--- config.mk ---
export PLATFORM = sky130hd
export DESIGN_NAME = interrupt_arbiter
export DESIGN_NICKNAME = d
export VERILOG_FILES = /design/src/rtl/interrupt_arbiter.sv
export SDC_FILE = /design/constraint.sdc
export NUM_CORES = 1
export LEC_CHECK = 0
export ABC_AREA = 1
export CAP_MARGIN = 20
export CORE_ASPECT_RATIO = 0.9
export CORE_MARGIN = 4
export CORE_UTILIZATION = 48
export DETAILED_ROUTE_END_ITERATION = 10
export PLACE_DENSITY_LB_ADDON = 0.1
export REMOVE_ABC_BUFFERS = 1
export SYNTH_ARGS = -nofsm -noshare
export SYNTH_HDL_FRONTEND = slang
export SYNTH_SLANG_ARGS = --single-unit
--- constraint.sdc ---
create_clock -name clk -period 1.3 [get_ports clk]
set_input_delay 0.195 -clock clk [delete_from_list [all_inputs] [get_ports clk]]
set_output_delay 0.195 -clock clk [all_outputs]
set_load 0.02 [all_outputs]
--- src/rtl/interrupt_arbiter.sv ---
// interrupt_arbiter
// Multi-source interrupt controller feeding a single MCU interrupt line.
// Rising edges on req[] latch into pending[]. The enable mask selects which
// pending sources may be dispatched, with index 0 having the highest priority.
// A dispatch drives int_out for PULSE_CYCLES cycles and shows the winner on
// src_id. No new dispatch starts until the ISR acknowledges the current one.
//
// Handshake: ack is a single-cycle strobe. It is accepted while a dispatch
// is in flight: in ASSERT before any earlier ack, or in WAIT_ACK. An accepted
// ack clears pending[src_id] at that edge. A rise on the same bit at that edge
// wins, so the bit stays pending. Ack while idle has no effect.
module interrupt_arbiter #(
    parameter int                   NUM_SRC      = 4,
    parameter int                   PULSE_CYCLES = 7,
    parameter logic [NUM_SRC-1:0]   MASK_RST     = '1,
    localparam int                  SRC_W        = (NUM_SRC > 2) ? $clog2(NUM_SRC) : 1
) (
    input  logic               clk,
    input  logic               rst,
    input  logic [NUM_SRC-1:0] req,
    input  logic               mask_we,
    input  logic [NUM_SRC-1:0] mask_din,
    input  logic               ack,
    output logic               int_out,
    output logic [SRC_W-1:0]   src_id,
    output logic [NUM_SRC-1:0] pending,
    output logic [NUM_SRC-1:0] mask,
    output logic               busy,
    output logic [1:0]         dbg_state
);

    typedef enum logic [1:0] {
        S_IDLE     = 2'd0,
        S_ASSERT   = 2'd1,
        S_WAIT_ACK = 2'd2
    } state_t;

    state_t             r_state;
    state_t             w_state_nxt;
    logic [NUM_SRC-1:0] r_req_d;
    logic [NUM_SRC-1:0] r_pending;
    logic [NUM_SRC-1:0] r_mask;
    logic [SRC_W-1:0]   r_src_id;
    logic [7:0]         r_cnt;
    logic               r_ack_seen;

    logic [NUM_SRC-1:0] w_rise;
    logic [NUM_SRC-1:0] w_elig;
    logic [NUM_SRC-1:0] w_clr;
    logic [SRC_W-1:0]   w_winner;
    logic               w_ack_acc;
    logic               w_dispatch;
    logic               w_pulse_end;

    assign w_rise      = req & ~r_req_d;
    assign w_elig      = r_pending & r_mask;
    assign w_dispatch  = (r_state == S_IDLE) && (|w_elig);
    assign w_pulse_end = (r_cnt == 8'(PULSE_CYCLES));
    // Only the first ack of a dispatch counts. A later ack in the same pulse
    // must not clear a fresh rise on the serviced source.
    assign w_ack_acc   = ack && (((r_state == S_ASSERT) && !r_ack_seen) ||
                                 (r_state == S_WAIT_ACK));
    assign w_clr       = w_ack_acc ? (NUM_SRC'(1) << r_src_id) : '0;

    // Fixed-priority pick: the lowest set index in elig wins.
    always_comb begin
        w_winner = '0;
        for (int i = NUM_SRC - 1; i >= 0; i--) begin
            if (w_elig[i]) begin
                w_winner = SRC_W'(i);
            end
        end
    end

    // FSM state register.
    always_ff @(posedge clk) begin
        if (rst) begin
            r_state <= S_IDLE;
        end else begin
            r_state <= w_state_nxt;
        end
    end

    // FSM next-state logic.
    always_comb begin
        w_state_nxt = r_state;
        case (r_state)
            S_IDLE: begin
                if (|w_elig) begin
                    w_state_nxt = S_ASSERT;
                end
            end
            S_ASSERT: begin
                if (w_pulse_end) begin
                    w_state_nxt = (r_ack_seen || w_ack_acc) ? S_IDLE : S_WAIT_ACK;
                end
            end
            S_WAIT_ACK: begin
                if (ack) begin
                    w_state_nxt = S_IDLE;
                end
            end
            default: w_state_nxt = S_IDLE;
        endcase
    end

    // FSM outputs. These are Moore decodes of the state register: the pulse
    // is high exactly while in ASSERT, and busy is high until the return to IDLE.
    always_comb begin
        int_out   = (r_state == S_ASSERT);
        busy      = (r_state != S_IDLE);
        dbg_state = r_state;
    end

    // Per-dispatch context: pulse counter, winner ID, early-ack flag.
    always_ff @(posedge clk) begin
        if (rst) begin
            r_cnt      <= 8'd0;
            r_src_id   <= '0;
            r_ack_seen <= 1'b0;
        end else if (w_dispatch) begin
            r_cnt      <= 8'd1;
            r_src_id   <= w_winner;
            r_ack_seen <= 1'b0;
        end else if (r_state == S_ASSERT) begin
            r_cnt <= w_pulse_end ? 8'd0 : r_cnt + 8'd1;
            if (w_ack_acc) begin
                r_ack_seen <= 1'b1;
            end
        end
    end

    // Edge history, pending latches (set beats clear) and mask register.
    always_ff @(posedge clk) begin
        if (rst) begin
            r_req_d   <= '0;
            r_pending <= '0;
            r_mask    <= MASK_RST;
        end else begin
            r_req_d   <= req;
            r_pending <= (r_pending & ~w_clr) | w_rise;
            if (mask_we) begin
                r_mask <= mask_din;
            end
        end
    end

    assign src_id  = r_src_id;
    assign pending = r_pending;
    assign mask    = r_mask;

endmodule

==> results of run 1 <==
cell type report:
class | instances | area share [%]
well taps | 27 | 2.29
inverters | 25 | 6.53
flip-flops and latches | 25 | 34.5
multi-input cells | 107 | 35.4
repair buffers | 34 | 19.5
clock buffers | 4 | 1.78
critical path, stage by stage, from the launching register on:
cell and delay, ns:
dfxtp_2 0.36, buf_4 0.13, clkdlybuf4s15_2 0.24
timing repair:
item	in CTS	in global routing
endpoints found under the hold margin	0	0
endpoints found under the setup margin	14	15
buffers inserted	0	0
pin swaps	0	2
resized for setup	27	18
layer usage:
metal	GRT usage (%)	up-vias	share of wire [%]
met2	29.1	38	43
met4	4.53	0	0.97
met3	4.48	4	9.3
li1	-	571	-
met5	0	-	0
met1	22.9	507	46
placed cells by master (no fill, tap or decap), types with 2 or more instances in the layout:
master / synthesis / final
inv_1: 23 / 23
clkdlybuf4s50_1: 0 / 11
dfxtp_1: 25 / 20
buf_4: 2 / 9
nand4_1: 3 / 3
a21oi_1: 4 / 4
xor2_1: 2 / 2
buf_2: 0 / 3
dfxtp_2: 0 / 4
nor2_2: 5 / 6
clkdlybuf4s15_1: 0 / 6
a21oi_2: 3 / 3
clkbuf_4: 0 / 3
nor2_1: 17 / 16
nand2_2: 2 / 2
nand2_1: 45 / 45
o21ai_0: 3 / 2
clkbuf_2: 0 / 3
nand3_1: 15 / 15
o21ai_1: 4 / 5
cells by family after synthesis:
| family | count (synthesis) | share of synthesized area [%] |
|---|---|---|
| compound gates | 15 | 7.77 |
| xor+xnor | 2 | 1.53 |
| fa+ha+maj | 1 | 1.09 |
| buf+inv | 28 | 10.7 |
| flops | 25 | 43.8 |
| simple gates | 89 | 35.1 |
stage by stage:
stage | hold WS [ns] | area (sq um)
final | 0.386 | 1480
after global routing | 0.381 | 1480
after CTS | 0.381 | 1480
after detailed placement | 0.452 | 1470
after global placement | 0.446 | 1470
after floorplan | 0.264 | 1120
registers in the layout, indices dropped and copies added (netlist names):
register	cells
r_cnt	8
mask	4
pending	4
r_req_d	4
dbg_state	2
src_id	2
r_ack_seen	1
power by group:
group	switching, mW	internal, mW	total (mW)
Clock	0.235	0.120	0.355
Combinational	0.283	0.199	0.482
Sequential	0.0480	0.828	0.876
how the worst max path moves through the flow:
| stage | startpoint | endpoint | slack [ns] | cells past startpoint |
|---|---|---|---|---|
| 2_1_floorplan | dbg_state[0] | r_cnt[2] | 0.07 | 5 |
| 3_3_place_gp | dbg_state[0] | dbg_state[0] | 0.006 | 2 |
| 3_5_place_dp | dbg_state[0] | dbg_state[0] | 0.002 | 2 |
| 4_1_cts | src_id[0] | src_id[0] | 0.006 | 1 |
| 5_1_grt | dbg_state[1] | int_out | -0.01 | 4 |
| 6_report | dbg_state[1] | dbg_state[1] | 0.05 | 2 |
==> flow_summary_export.csv, run 1 <==
group,metric,value,unit
cells_and_area,design.final.nets,209,
critical_path,worst-r2r-cell-count,6,
cells_and_area,num_antenna_cells,0,
cells_and_area,final-seq-area,509,sq um
min_path,hold_path.class,"in -> reg",
cells_and_area,combined_area_of_the_multi_input_logic_cells,523,sq um
timing,worst_slew_margin_rel,82.3,%
critical_path,critical_path_required,1.11,ns
critical_path,setup.reg_to_reg.worst_slack,0.09,ns
pwr,cellLeakagePower,0.657,nW
cells_and_area,post-route-util,66.4,%
floorplan,die_outline_height,54.3,um
cells_and_area,drive_above_1_share,20.0,%
timing,report.final.slew_viol_count,0,
floorplan,ios,26,
cells_and_area,fin_cells,222,
timing,final_critical_path_setup_slack,0.0508,ns
global_routing,globalRouteTotalUtil,17.6,%
timing,layout_worst_path_cycle_share,96.1,%
floorplan,core_region_area,0.00222,sq mm
placement,port_buffers,25,
synthesis,synthDistinctLibCells,21,
clock_network,cts_made_buffers,3,
critical_path,rr_endpoint,"dbg_state[0]",
route,drtPass1Iterations,4,
timing,final.setup_skew,0.0110,ns
min_path,hold_start,"req[2]",
synthesis,yosys.area.top_type,"dfxtp_1",
synthesis,synth.area.top_cells,"dfxtp_1 (44%), nand2_1 (15%), inv_1 (7.5%)",
timing,timing.fmax,801,MHz
synthesis,syn_area,0.00114,sq mm
cells_and_area,area_growth,29.1,%
job,maxCapViolCount,0,
clock_network,cts_root_buf,"clkbuf_4",
synthesis,synth-seq-area-share,43.8,%
placement,gp_routability_congestion,0.810,
synthesis,synthMostInstantiatedCell,"nand2_1",
clock_network,number_of_levels_the_h_tree_was_split_into,1,
synthesis,yosys_most_used_dff,"dfxtp_1",
floorplan,dieArea,0.00323,sq mm
pwr,pnr_total_power,1.71,mW
clock_network,clock_sink_count,25,
timing,fin_crit,1.25,ns
synthesis,ys_top_cells_by_count,"nand2_1 (45), dfxtp_1 (25), inv_1 (23)",
pwr,power.ir.vdd_worst,997,uV
placement,place.detailed.hpwl,2000,um
synthesis,post-synth-top-area-fraction,43.8,%
critical_path,worst-path-max-fanout,3,
route,num_vias,1120,
critical_path,cp_launch_type,"flop",
clock_network,tritoncts,"done",
floorplan,placement_row_count,16,
route,drt_first_iter_violations,59,
timing,report.final.setup_viol,0,
synthesis,syn-mean-instance-area,7.15,sq um
synthesis,ys_seq_elements,25,
synthesis,async_reset_ff_share,0,%
timing,slew_at_the_pin_closest_to_its_max_slew_limit,0.265,ns
clock_network,clock_latency,0.33,ns
floorplan,start_util,51.5,%
synthesis,synth_edf_count,0,
route,drt_wl_total,2580,um
timing,rsz0062_at_grt,"yes",
global_routing,grt_total_ovfl,0,
clock_network,clk_pin_slew_worst_paths,0.14,ns
synthesis,yosysWarningCount,0,
critical_path,critPathCaptureType,"output port",
placement,count_of_placed_standard_cells_including_taps,218,
global_routing,wire_length_of_the_first_global_routing_pass,4260,um
critical_path,regToRegStartpoint,"r_cnt[0]",
cells_and_area,layout.filler_cells,209,
critical_path,timing.setup.critical_path_class,"reg -> out",
synthesis,syn_inst,160,
global_routing,grt_max_degree,14,
timing,fin_setup_tns,0,ns
critical_path,critical_path_arrival,1.05,ns
route,antenna_left,0,
outcome,outcome,"finished clean",
global_routing,vias_in_the_first_global_route,980,
route,remaining_drc_errors,0,
clock_network,post_cts_hold_buffer_count,0,
route,vias_per_cell,5.05,
min_path,worstHoldEndpoint,"r_req_d[2]",
timing,timing.final.hold_violations,0,
floorplan,fp.dieW,59.5,um
placement,setup_slack_placement,0.00172,ns
min_path,min_path_cells,3,
clock_network,max-clock-path-buffers,2,
global_routing,initial_antenna_violation_count,0,
route,detail_route.wl_per_cell,11.6,um
pwr,powerDensity,1160,mW/mm^2
Note: power is estimated with default switching activity, not from simulation.
==> run 2, diff against run 1 <==
Settings changed: CORE_UTILIZATION 48 to 30.
==> run 2 against run 1 <==
Utilization shrank 25 points. Via count fell by 6.3%. Critical path depth grew 3. Routed wire length grew 1.2%. Highest routed layer unchanged. Global-route usage down 5.9 points. Count of clock-buffer cells in the layout is the same. First-iteration DRC count down 58%. Sequential power decreased by 1%. Maximum frequency increased by 1.9%. Clock skew is 0.0074 ns lower. Sequential share of layout area decreased by 1.9 points.
==> flow_summary_export.csv, run 2 (same netlist as run 1, synthesis figures left out) <==
group,metric,value,unit
outcome,outcome,"finished clean",
pwr,powerDensity,1170,mW/mm^2
clock_network,clock_latency,0.26,ns
timing,final_critical_path_setup_slack,0.0744,ns
critical_path,cp_top_family,"compound AO/OA/AOI/OAI gates",
cells_and_area,area_growth,35.7,%
critical_path,critical_path_arrival,1.39,ns
timing,slew_at_the_pin_closest_to_its_max_slew_limit,0.332,ns
clock_network,cts_made_buffers,3,
clock_network,post_cts_hold_buffer_count,0,
timing,timing.final.hold_violations,0,
pwr,power_report.internal_total,1.25,mW
route,drt_wl_total,2610,um
global_routing,grt_total_ovfl,0,
critical_path,crit_path_depth,5,
floorplan,ios,26,
critical_path,cp_launch_type,"flop",
timing,report.final.setup_viol,0,
cells_and_area,design.final.nets,211,
route,drt_first_iter_violations,25,
clock_network,clock_sink_count,25,
timing,worst_slew_margin_rel,77.6,%
placement,port_buffers,25,
critical_path,worst-r2r-cell-count,5,
cells_and_area,layout.filler_cells,393,
timing,fin_setup_tns,0,ns
global_routing,globalRouteTotalUtil,11.7,%
floorplan,placement_row_count,21,
cells_and_area,layout_common_cells,"nand2_1 (43), inv_1 (23), dfxtp_1 (21)",
pwr,seqPwrFrac,47.8,%
timing,final.setup_skew,0.00354,ns
timing,report.final.slew_viol_count,0,
floorplan,die_outline_height,66.6,um
clock_network,cts_root_buf,"clkbuf_8",
route,drtPass1Iterations,4,
timing,timing.fmax,816,MHz
critical_path,path_buf_inv,1,
critical_path,worst-path-max-fanout,4,
timing,layout_worst_path_cycle_share,94.3,%
cells_and_area,largest_register_ffs,8,
pwr,power.ir.vdd_worst,362,uV
critical_path,critPathCaptureType,"flop",
floorplan,fp.dieW,73.1,um
pwr,switching_share,30.9,%
global_routing,initial_antenna_violation_count,0,
floorplan,core_region_area,0.00370,sq mm
placement,gp_routability_congestion,0.854,
global_routing,wire_length_of_the_first_global_routing_pass,4460,um
floorplan,start_util,30.9,%
cells_and_area,num_antenna_cells,0,
critical_path,critical_path_required,1.46,ns
critical_path,timing.setup.critical_path_class,"reg -> reg",
critical_path,worst_path_max_delay_cell,"dfxtp_2",
placement,place.detailed.hpwl,2020,um
clock_network,postCtsSetupRepairBufs,0,
global_routing,grt_max_degree,14,
floorplan,dieArea,0.00487,sq mm
min_path,min_path_cells,3,
clock_network,max-clock-path-buffers,2,
route,detail_route.wl_per_cell,10.7,um
clock_network,clk_pin_slew_worst_paths,0.08,ns
critical_path,crit_path_max_incr_delay,0.34,ns
clock_network,tritoncts,"done",
pwr,total_switching_power,562,uW
cells_and_area,regMostFlops,"r_cnt",
pwr,clockPowerShare,25.0,%
cells_and_area,layout.cells.most_common,"nand2_1",
pwr,cellLeakagePower,0.690,nW
clock_network,number_of_levels_the_h_tree_was_split_into,1,
route,remaining_drc_errors,0,
placement,setup_slack_placement,-0.0134,ns
critical_path,path_cells,"buf_4 > o21ai_0 > nand3_2 > nor2_1 > o21ai_1",
cells_and_area,drive_above_1_share,20.3,%
timing,fin_crit,1.23,ns
route,antenna_left,0,
pwr,power.share.combinational,27.2,%
global_routing,vias_in_the_first_global_route,1046,
route,num_vias,1050,
route,vias_per_cell,4.32,
job,maxCapViolCount,0,
min_path,hold_path.class,"in -> reg",
run 2: what timing repair did:
| action | in CTS | in global routing |
|---|---|---|
| endpoints found under the setup margin | 14 | 11 |
| resized for setup | 21 | 11 |
| pin swaps | 0 | 0 |
run 2: area by class of cell:
class                           count  area, sq um  share of cell area, %
Clock buffer                        4         45.0                   2.90
Inverter                           25         96.3                   6.21
Multi-Input combinational cell    107          536                   34.5
Sequential cell                    25          505                   32.6
Tap cell                           46         57.6                   3.71
Timing Repair Buffer               36          312                   20.1
run 2: worst paths after layout:
kind	from	endpoint	slack, ns
worst max-delay path	dbg_state[1]	pending[2]	0.07
worst min-delay path	req[3]	r_req_d[3]	0.45
worst max register to register	dbg_state[1]	pending[2]	0.07
worst min register to register	r_cnt[7]	r_cnt[7]	0.47
run 2: tightest hold or removal path, stage by stage:
cell and delay, ns:
clkdlybuf4s50_1 0.39, inv_1 0.05, nor2_1 0.04
run 2: power groups by stage:
stage,clock network (mW),logic (mW),registers (mW)
after floorplan,0,0.228,0.927
after detailed placement,0,0.531,0.884
after CTS,0.476,0.507,0.865
after global routing,0.500,0.549,0.877
final,0.454,0.494,0.867
after global placement,0,0.532,0.882
run 2: routing by layer:
metal	share of wire [%]	vias to the layer above	track usage (%)
li1	-	565	-
met5	0	-	0
met3	5.4	4	2.56
met1	49	458	15.3
met4	1.1	0	5.30
met2	44	23	18.1
run 2: metrics by stage:
| stage | hold slack, ns | std cells | power, mW | util (%) | area (sq um) |
|---|---|---|---|---|---|
| after floorplan | 0.264 | 157 | 1.15 | - | 1120 |
| after global placement | 0.450 | 239 | 1.41 | 40.7 | 1510 |
| after detailed placement | 0.452 | 239 | 1.42 | 40.7 | 1510 |
| after CTS | 0.447 | 243 | 1.85 | 41.7 | 1540 |
| after global routing | 0.474 | 243 | 1.93 | 41.9 | 1550 |
| final | 0.452 | 243 | 1.82 | 41.9 | 1550 |
==> run 3, diff against run 2 <==
Settings changed: CAP_MARGIN 20 to unset, CORE_UTILIZATION 30 to 40, CTS_CLUSTER_SIZE set to 30.
==> run 3 against run 2 <==
Design area down 3.4%. Sequential cell count unchanged. Critical path depth down 4. Combinational power down 4%. Worst setup slack worse by 0.019 ns.
==> flow_summary_export.csv, run 3 (same netlist as run 1, synthesis figures left out) <==
group,metric,value,unit
min_path,hold_path.class,"in -> reg",
clock_network,postCtsSetupRepairBufs,0,
floorplan,start_util,41.6,%
global_routing,initial_antenna_violation_count,0,
placement,port_buffers,25,
floorplan,fp.dieW,64.4,um
cells_and_area,post-route-util,54.6,%
cells_and_area,layout.cells.most_common,"nand2_1",
cells_and_area,fin_cells,236,
cells_and_area,num_antenna_cells,0,
critical_path,worst_path_max_delay_cell,"dfxtp_1",
route,drt_wl_total,2480,um
global_routing,grt_total_ovfl,0,
timing,fin_crit,1.24,ns
critical_path,critical_path_required,1.11,ns
critical_path,cp_launch_type,"flop",
pwr,powerDensity,1130,mW/mm^2
route,drtPass1Iterations,4,
floorplan,die_outline_height,58.7,um
critical_path,critical_path_arrival,1.05,ns
critical_path,path_buf_inv,1,
critical_path,timing.setup.critical_path_class,"reg -> out",
cells_and_area,layout.cell_area.non_filler,0.00150,sq mm
outcome,outcome,"finished clean",
timing,final_critical_path_setup_slack,0.0557,ns
route,wl_met1,1190,um
clock_network,max-clock-path-buffers,2,
clock_network,cts_root_buf,"clkbuf_4",
critical_path,critPathCaptureType,"output port",
global_routing,wire_length_of_the_first_global_routing_pass,4170,um
route,remaining_drc_errors,0,
floorplan,placement_row_count,18,
job,maxCapViolCount,0,
clock_network,tritoncts,"done",
pwr,power.ir.vdd_worst,758,uV
floorplan,dieArea,0.00378,sq mm
route,num_vias,1063,
floorplan,ios,26,
critical_path,worst-path-max-fanout,3,
placement,count_of_placed_standard_cells_including_taps,232,
placement,place.detailed.hpwl,2040,um
route,antenna_left,0,
cells_and_area,layout.filler_cells,292,
global_routing,grt_max_degree,15,
placement,gp_routability_congestion,0.773,
route,drt_first_iter_violations,36,
cells_and_area,design.final.nets,210,
placement,setup_slack_placement,-0.00976,ns
critical_path,cp_top_family,"flip-flops",
timing,timing.fmax,804,MHz
clock_network,clock_sink_count,25,
route,met2_length,1090,um
critical_path,setup.reg_to_reg.worst_slack,0.13,ns
cells_and_area,regMostFlops,"r_cnt",
timing,rsz0062_at_grt,"no",
floorplan,core_region_area,0.00275,sq mm
pwr,pnr_total_power,1.70,mW
route,detail_route.wl_per_cell,10.5,um
critical_path,path_cells,"dlygate4sd2_1",
route,dr.max_layer_used,"met4",
placement,dpl-instance-area,0.00149,sq mm
pwr,cellLeakagePower,0.674,nW
timing,report.final.slew_viol_count,0,
clock_network,cts_made_buffers,3,
critical_path,crit_path_max_incr_delay,0.39,ns
route,vias_per_cell,4.50,
timing,layout_worst_path_cycle_share,95.7,%
cells_and_area,largest_register_ffs,8,
cells_and_area,layout_common_cells,"nand2_1 (43), inv_1 (23), dfxtp_1 (21)",
timing,hold_slack,0.377,ns
timing,slew_at_the_pin_closest_to_its_max_slew_limit,0.248,ns
global_routing,globalRouteTotalUtil,14.1,%
timing,timing.final.hold_violations,0,
global_routing,vias_in_the_first_global_route,978,
clock_network,number_of_levels_the_h_tree_was_split_into,1,
timing,worst_slew_margin_rel,83.3,%
timing,fin_setup_tns,0,ns
clock_network,clock_latency,0.33,ns
cells_and_area,drive_above_1_share,21.4,%
cells_and_area,area_growth,31.1,%
timing,report.final.setup_viol,0,
route,met3_wirelength,161,um
timing,final.setup_skew,0.0143,ns
clock_network,clk_pin_slew_worst_paths,0.15,ns
run 3: metal layers:
metal / global-route usage (%) / vias to the layer above
met5: 0 / -
met4: 3.61 / 0
met3: 4.96 / 6
met2: 24.0 / 26
met1: 17.1 / 465
li1: - / 566
run 3: area by class of cell:
| type | instances | area (sq um) | area share (%) |
|---|---|---|---|
| Clock buffer | 3 | 22.5 | 1.50 |
| Clock inverter | 1 | 5.00 | 0.334 |
| Inverter | 25 | 96.3 | 6.43 |
| Multi-Input combinational cell | 107 | 531 | 35.4 |
| Sequential cell | 25 | 508 | 33.9 |
| Tap cell | 40 | 50.0 | 3.34 |
| Timing Repair Buffer | 35 | 287 | 19.1 |
run 3: worst register-to-register path, cell delays in order, from the launching register on:
cell and delay (ns):
dfxtp_2 0.37, ha_1 0.17, nand2_2 0.09, nor2_2 0.14, inv_1 0.06, o21ai_1 0.13, nand2_1 0.08, nor2_2 0.07
run 3: final timing paths:
path              start    endpoint  depth (start not counted)
min reg2reg  r_ack_seen  r_ack_seen                          1
max             mask[0]     mask[0]                          1
min              req[1]  r_req_d[1]                          3
max reg2reg    r_cnt[0]    r_cnt[6]                          7
run 3: timing repair:
action / in CTS / in global routing
gates resized for setup: 25 / 15
hold buffers: 0 / 0
setup endpoints to repair: 14 / 8
run 3: power by group:
part	switching (mW)	total, mW	internal, mW
Sequential	0.0437	0.871	0.827
Clock	0.240	0.355	0.115
Combinational	0.279	0.475	0.195
Total	0.563	1.70	1.14
==> RTL edit 1: new RTL, flow settings as in run 3 <==
Change the parameter `NUM_SRC` from 4 to 2.
--- a/src/rtl/interrupt_arbiter.sv
+++ b/src/rtl/interrupt_arbiter.sv
@@ -11,5 +11,5 @@
 // wins, so the bit stays pending. Ack while idle has no effect.
 module interrupt_arbiter #(
-    parameter int                   NUM_SRC      = 4,
+    parameter int                   NUM_SRC      = 2,
     parameter int                   PULSE_CYCLES = 7,
     parameter logic [NUM_SRC-1:0]   MASK_RST     = '1,
Ports: changed (5 resized); port bits go from 26 to 17. No check against the original RTL was run, so the function may have changed too.
==> RTL edit 1 against run 3 <==
- count of clock-buffer cells in the layout grew 1
- sequential cell count fell by 7
- total power decreased by 26%
- routed wire length fell by 30%
- critical endpoint is now pending[1]
- synthesized area decreased by 27%
- clock power shrank 5%
- design area shrank 25%
- setup slack better by 13 ps
- utilization is 2.9 points higher
- sequential share of layout area shrank 1.2 points
- via count fell by 25%
- combinational power is 35% lower
- cell count down 28%
==> RTL edit 1: results (changes against run 3) <==
drt first pass iters 4 (unchanged); GPL Wtd Cong 0.726 (-6.2%); Tot GR Track Use 0.136 (-0.00480); Post-synth top cells nand2_1 (29), dfxtp_1 (18), inv_1 (16), nor2_1 (16), nand3_1 (13); vias in the first global route 769 (-21%); DR vias 792 (-25%); FF-to-FF End r_cnt[3]; mux share of post-synthesis cell area 0 (unchanged); clock slew seen by the registers of the worst setup and hold paths 100 ps (-50 ps); synth unique cells 19 (-9.5%); Slew @ Worst Pin 235 ps (-13.6 ps); DP Wirelength 1350 microns (-34%); CTS buffer count 3 (unchanged); WHS Path Cells 3 (unchanged); Setup crit start pending[1]; ratio of cells with drive above 1 in the final layout 0.205 (-0.00881); Adder-Cell Fraction of Synth Area 0.0151 (+0.00412); Area contributors post-synth dfxtp_1 (43%), nand2_1 (13%), nand3_1 (7.8%); PortBufs 16 (-36%); max incr delay on CP 380 ps; R2R Setup Slk 80 ps (-50 ps); worst r2r path cells 5 (-2); first-pass GRT wire length 3090 microns (-26%); Initial DRC Count 15 (-58%); Hold Crit Start req[0]; Most flops, register r_cnt; post-layout util 0.574 (+0.0288); worst skew pair latency 290 ps (-40 ps); Hold Crit Class input port to flip-flop; Most used DFF post-synth dfxtp_1; Worst Hold Endpoint r_req_d[0]; Leak 0.000516 uW (-23%); initial antenna violation count 0 (unchanged); Worst Path Max Fanout 4 (+1); Final nets 156 (-26%); peak supply drop 769 uV (+1.5%); register area share after synthesis 0.434 (-0.00390); final wirelength 1730 microns (-30%); clk buf depth 2 (unchanged); cts hold-fix bufs 0 (unchanged); largest net degree at the start of global routing 12 (-3); Synth Area in XOR/XNOR 0.0422 (+0.0269); Fillers 198 (-32%); Setup Fix Bufs, Post-CTS 0 (unchanged); status finished, final reports clean; Setup Skew 2.07 ps (-12.2 ps); post-synthesis compound-gate area fraction 0.0753 (-0.00238); Post-DP Area 1090 sq um (-27%); CTS resizes 15 (-40%)
RTL edit 1: changes by cell type after synthesis, sizes merged, moves of 3 or more:
cell,before,now
o21ai,7,3
nand4,3,0
dfxtp,25,18
nand2,48,30
nor2,23,17
inv,25,17
RTL edit 1: per-stage QoR:
stage	setup WS, ps	cells	hold WS [ps]
floorplan	-79.4	116	264
global placement	-29.2	167	440
detailed placement	-65.4	167	442
CTS	7.74	171	417
global route	-17.7	171	430
finish	68.3	171	426
RTL edit 1: final cells by class:
cell class	instances	area share
Tap cell	25	0.0279
Inverter	17	0.0569
Clock buffer	4	0.0324
Multi-Input combinational cell	81	0.363
Timing Repair Buffer	26	0.193
Sequential cell	18	0.327
RTL edit 1: worst max-delay path by stage:
| stage | to | slack, ps | cells past startpoint |
|---|---|---|---|
| after detailed placement | busy | -70 | 3 |
| after global routing | pending[1] | -20 | 8 |
| final | pending[1] | 70 | 1 |
| after floorplan | pending[1] | -80 | 7 |
| after CTS | pending[0] | 8 | 8 |
| after global placement | busy | -30 | 3 |
RTL edit 1: metal layers:
| layer | global-route usage | vias to the layer above | share of wire |
|---|---|---|---|
| met5 | 0 | - | 0 |
| met4 | 0.0553 | 0 | 0.014 |
| met3 | 0.0556 | 4 | 0.053 |
| met2 | 0.226 | 21 | 0.43 |
| met1 | 0.156 | 343 | 0.50 |
| li1 | - | 424 | - |
RTL edit 1: cell families after synthesis:
group	Yosys count
flops	18
compound gates	12
buf+inv	18
fa+ha+maj	1
xor+xnor	4
simple gates	64
RTL edit 1: where the power goes:
group | leakage [uW] | internal [uW] | switching [uW] | total, uW
combinational | 0.000346 | 132 | 179 | 311
sequential | 0.000149 | 586 | 22.3 | 608
clock | 0.0000210 | 170 | 168 | 338
==> RTL edit 2: new RTL, config.mk and constraints of run 3 <==
Made on the original files. Register the output `dbg_state`, without a reset; this adds one clock of latency there. The other outputs are not delayed to match.
--- a/src/rtl/interrupt_arbiter.sv
+++ b/src/rtl/interrupt_arbiter.sv
@@ -35,4 +35,6 @@
         S_WAIT_ACK = 2'd2
     } state_t;
+
+    logic [1:0] dbg_state_d;
 
     state_t             r_state;
@@ -110,5 +112,5 @@
         int_out   = (r_state == S_ASSERT);
         busy      = (r_state != S_IDLE);
-        dbg_state = r_state;
+        dbg_state_d = r_state;
     end
 
@@ -150,4 +152,8 @@
     assign mask    = r_mask;
 
+    always_ff @(posedge clk) begin
+        dbg_state <= dbg_state_d;
+    end
+
 endmodule
 
Behaviour: not the same (Yosys sat finds a counterexample within 4 cycles, from zero or initial values and one cycle with rst high).
==> RTL edit 2 against run 3 <==
- register-to-register slack better by 30 ps
- sequential power up 8.0%
- total power is 7.7% higher
- setup slack better by 4.1 ps
- non-clock buffer count is 4 lower
- hold slack improved by 7.1 ps
- design area increased by 8.5%
- combinational power grew 13%
- sequential cell count increased by 2
- utilization shrank 1.9 points
- routed wire length up 10%
- synthesized area up 14%
- largest cell class unchanged
==> RTL edit 2: results (changes against run 3) <==
CP arrival 1050 ps (about the same); Setup WS pre-CTS -37.9 ps (-28.2 ps); CTS resizes 19 (-24%); register area share after synthesis 0.416 (-0.0215); routed wl met2 1230 microns (+13%); synth unique cells 23 (+9.5%); drt first pass iters 6 (+2); Largest register FFs 8 (unchanged); Area contributors post-synth dfxtp_1 (42%), nand2_1 (14%), inv_1 (7.8%); Leak 0.000724 uW (+7.6%); Post-synth top cells nand2_1 (47), dfxtp_1 (27), inv_1 (27); n_diodes 0 (unchanged); Tot GR Track Use 0.144 (+0.00273); Slew @ Worst Pin 383 ps (+135 ps); Post-Layout Cell Count 256 (+8.5%); DP Wirelength 2160 microns (+6.1%); met1 usage 0.185 (+0.0137); CP max stage cell dfxtp_1; DR vias/cell 4.58 (+1.6%); Setup Skew 1.55 ps (-12.7 ps); peak supply drop 686 uV (-9.4%); Avg Synthesized Cell Area 7.14 sq um (-0.16%); Final nets 228 (+8.6%); first-pass GRT wire length 4560 microns (+9.4%); Initial DRC Count 67 (+86%); ratio of cells with drive above 1 in the final layout 0.192 (-0.0227); grt met2 use 0.240 (+0.000679); GPL Wtd Cong 0.758 (-2.0%); Most used DFF post-synth dfxtp_1; met3 global-route usage 0.0450 (-0.00465); DP Cell Count 251 (+8.2%); max incr delay on CP 380 ps; vias in the first global route 1,042 (+6.5%); worst setup margin 59.8 ps (+4.15 ps); status finished, final reports clean; wire per inst 10.7 microns (+1.8%)
[RTL edit 2: changes by cell type after synthesis, sizes merged, moves of 2 or more]
cell	before	now
a21oi	7	9
dfxtp	25	27
inv	25	30
nand2	48	54
nand3	15	18
nand4	3	8
nor2	23	27
o21ai	7	2
[RTL edit 2: final cells by class]
cell class                      instances  area [sq um]
Sequential cell                        27           548
Timing Repair Buffer                   31           265
Clock buffer                            4          26.3
Multi-Input combinational cell        122           617
Fill cell                             304          1460
Inverter                               30           118
Tap cell                               42          52.6
[RTL edit 2: kinds of logic after synthesis]
| family | synth area share |
|---|---|
| compound gates | 0.0684 |
| xor+xnor | 0.00674 |
| fa+ha+maj | 0.00963 |
| buf+inv | 0.109 |
| flops | 0.416 |
| simple gates | 0.390 |
[RTL edit 2: metrics by stage]
stage | cell area [sq um] | setup TNS, ps
2_1_floorplan | 1270 | 0
3_3_place_gp | 1620 | -13.8
3_5_place_dp | 1620 | -58.8
4_1_cts | 1620 | -81.7
5_1_grt | 1630 | 0
6_report | 1630 | 0
[RTL edit 2: final timing paths]
path | start | slack [ps] | cells past startpoint | endpoint
setup reg to reg | r_cnt[1] | 160 | 9 | r_cnt[6]
hold reg to reg | dbg_state_d[1] | 430 | 0 | dbg_state[1]
setup / recovery | mask[2] | 60 | 1 | mask[2]
hold / removal | req[3] | 380 | 3 | r_req_d[3]
[RTL edit 2: tightest hold or removal path, stage by stage]
cell and delay, ps:
clkdlybuf4s50_1 390, inv_1 50, nor2_1 40
[RTL edit 2: power by group]
part / total (uW) / switching, uW / leakage (uW) / internal [uW]
sequential: 941 / 47.5 / 0.000224 / 893
clock: 356 / 236 / 0.0000150 / 120
combinational: 535 / 325 / 0.000485 / 210
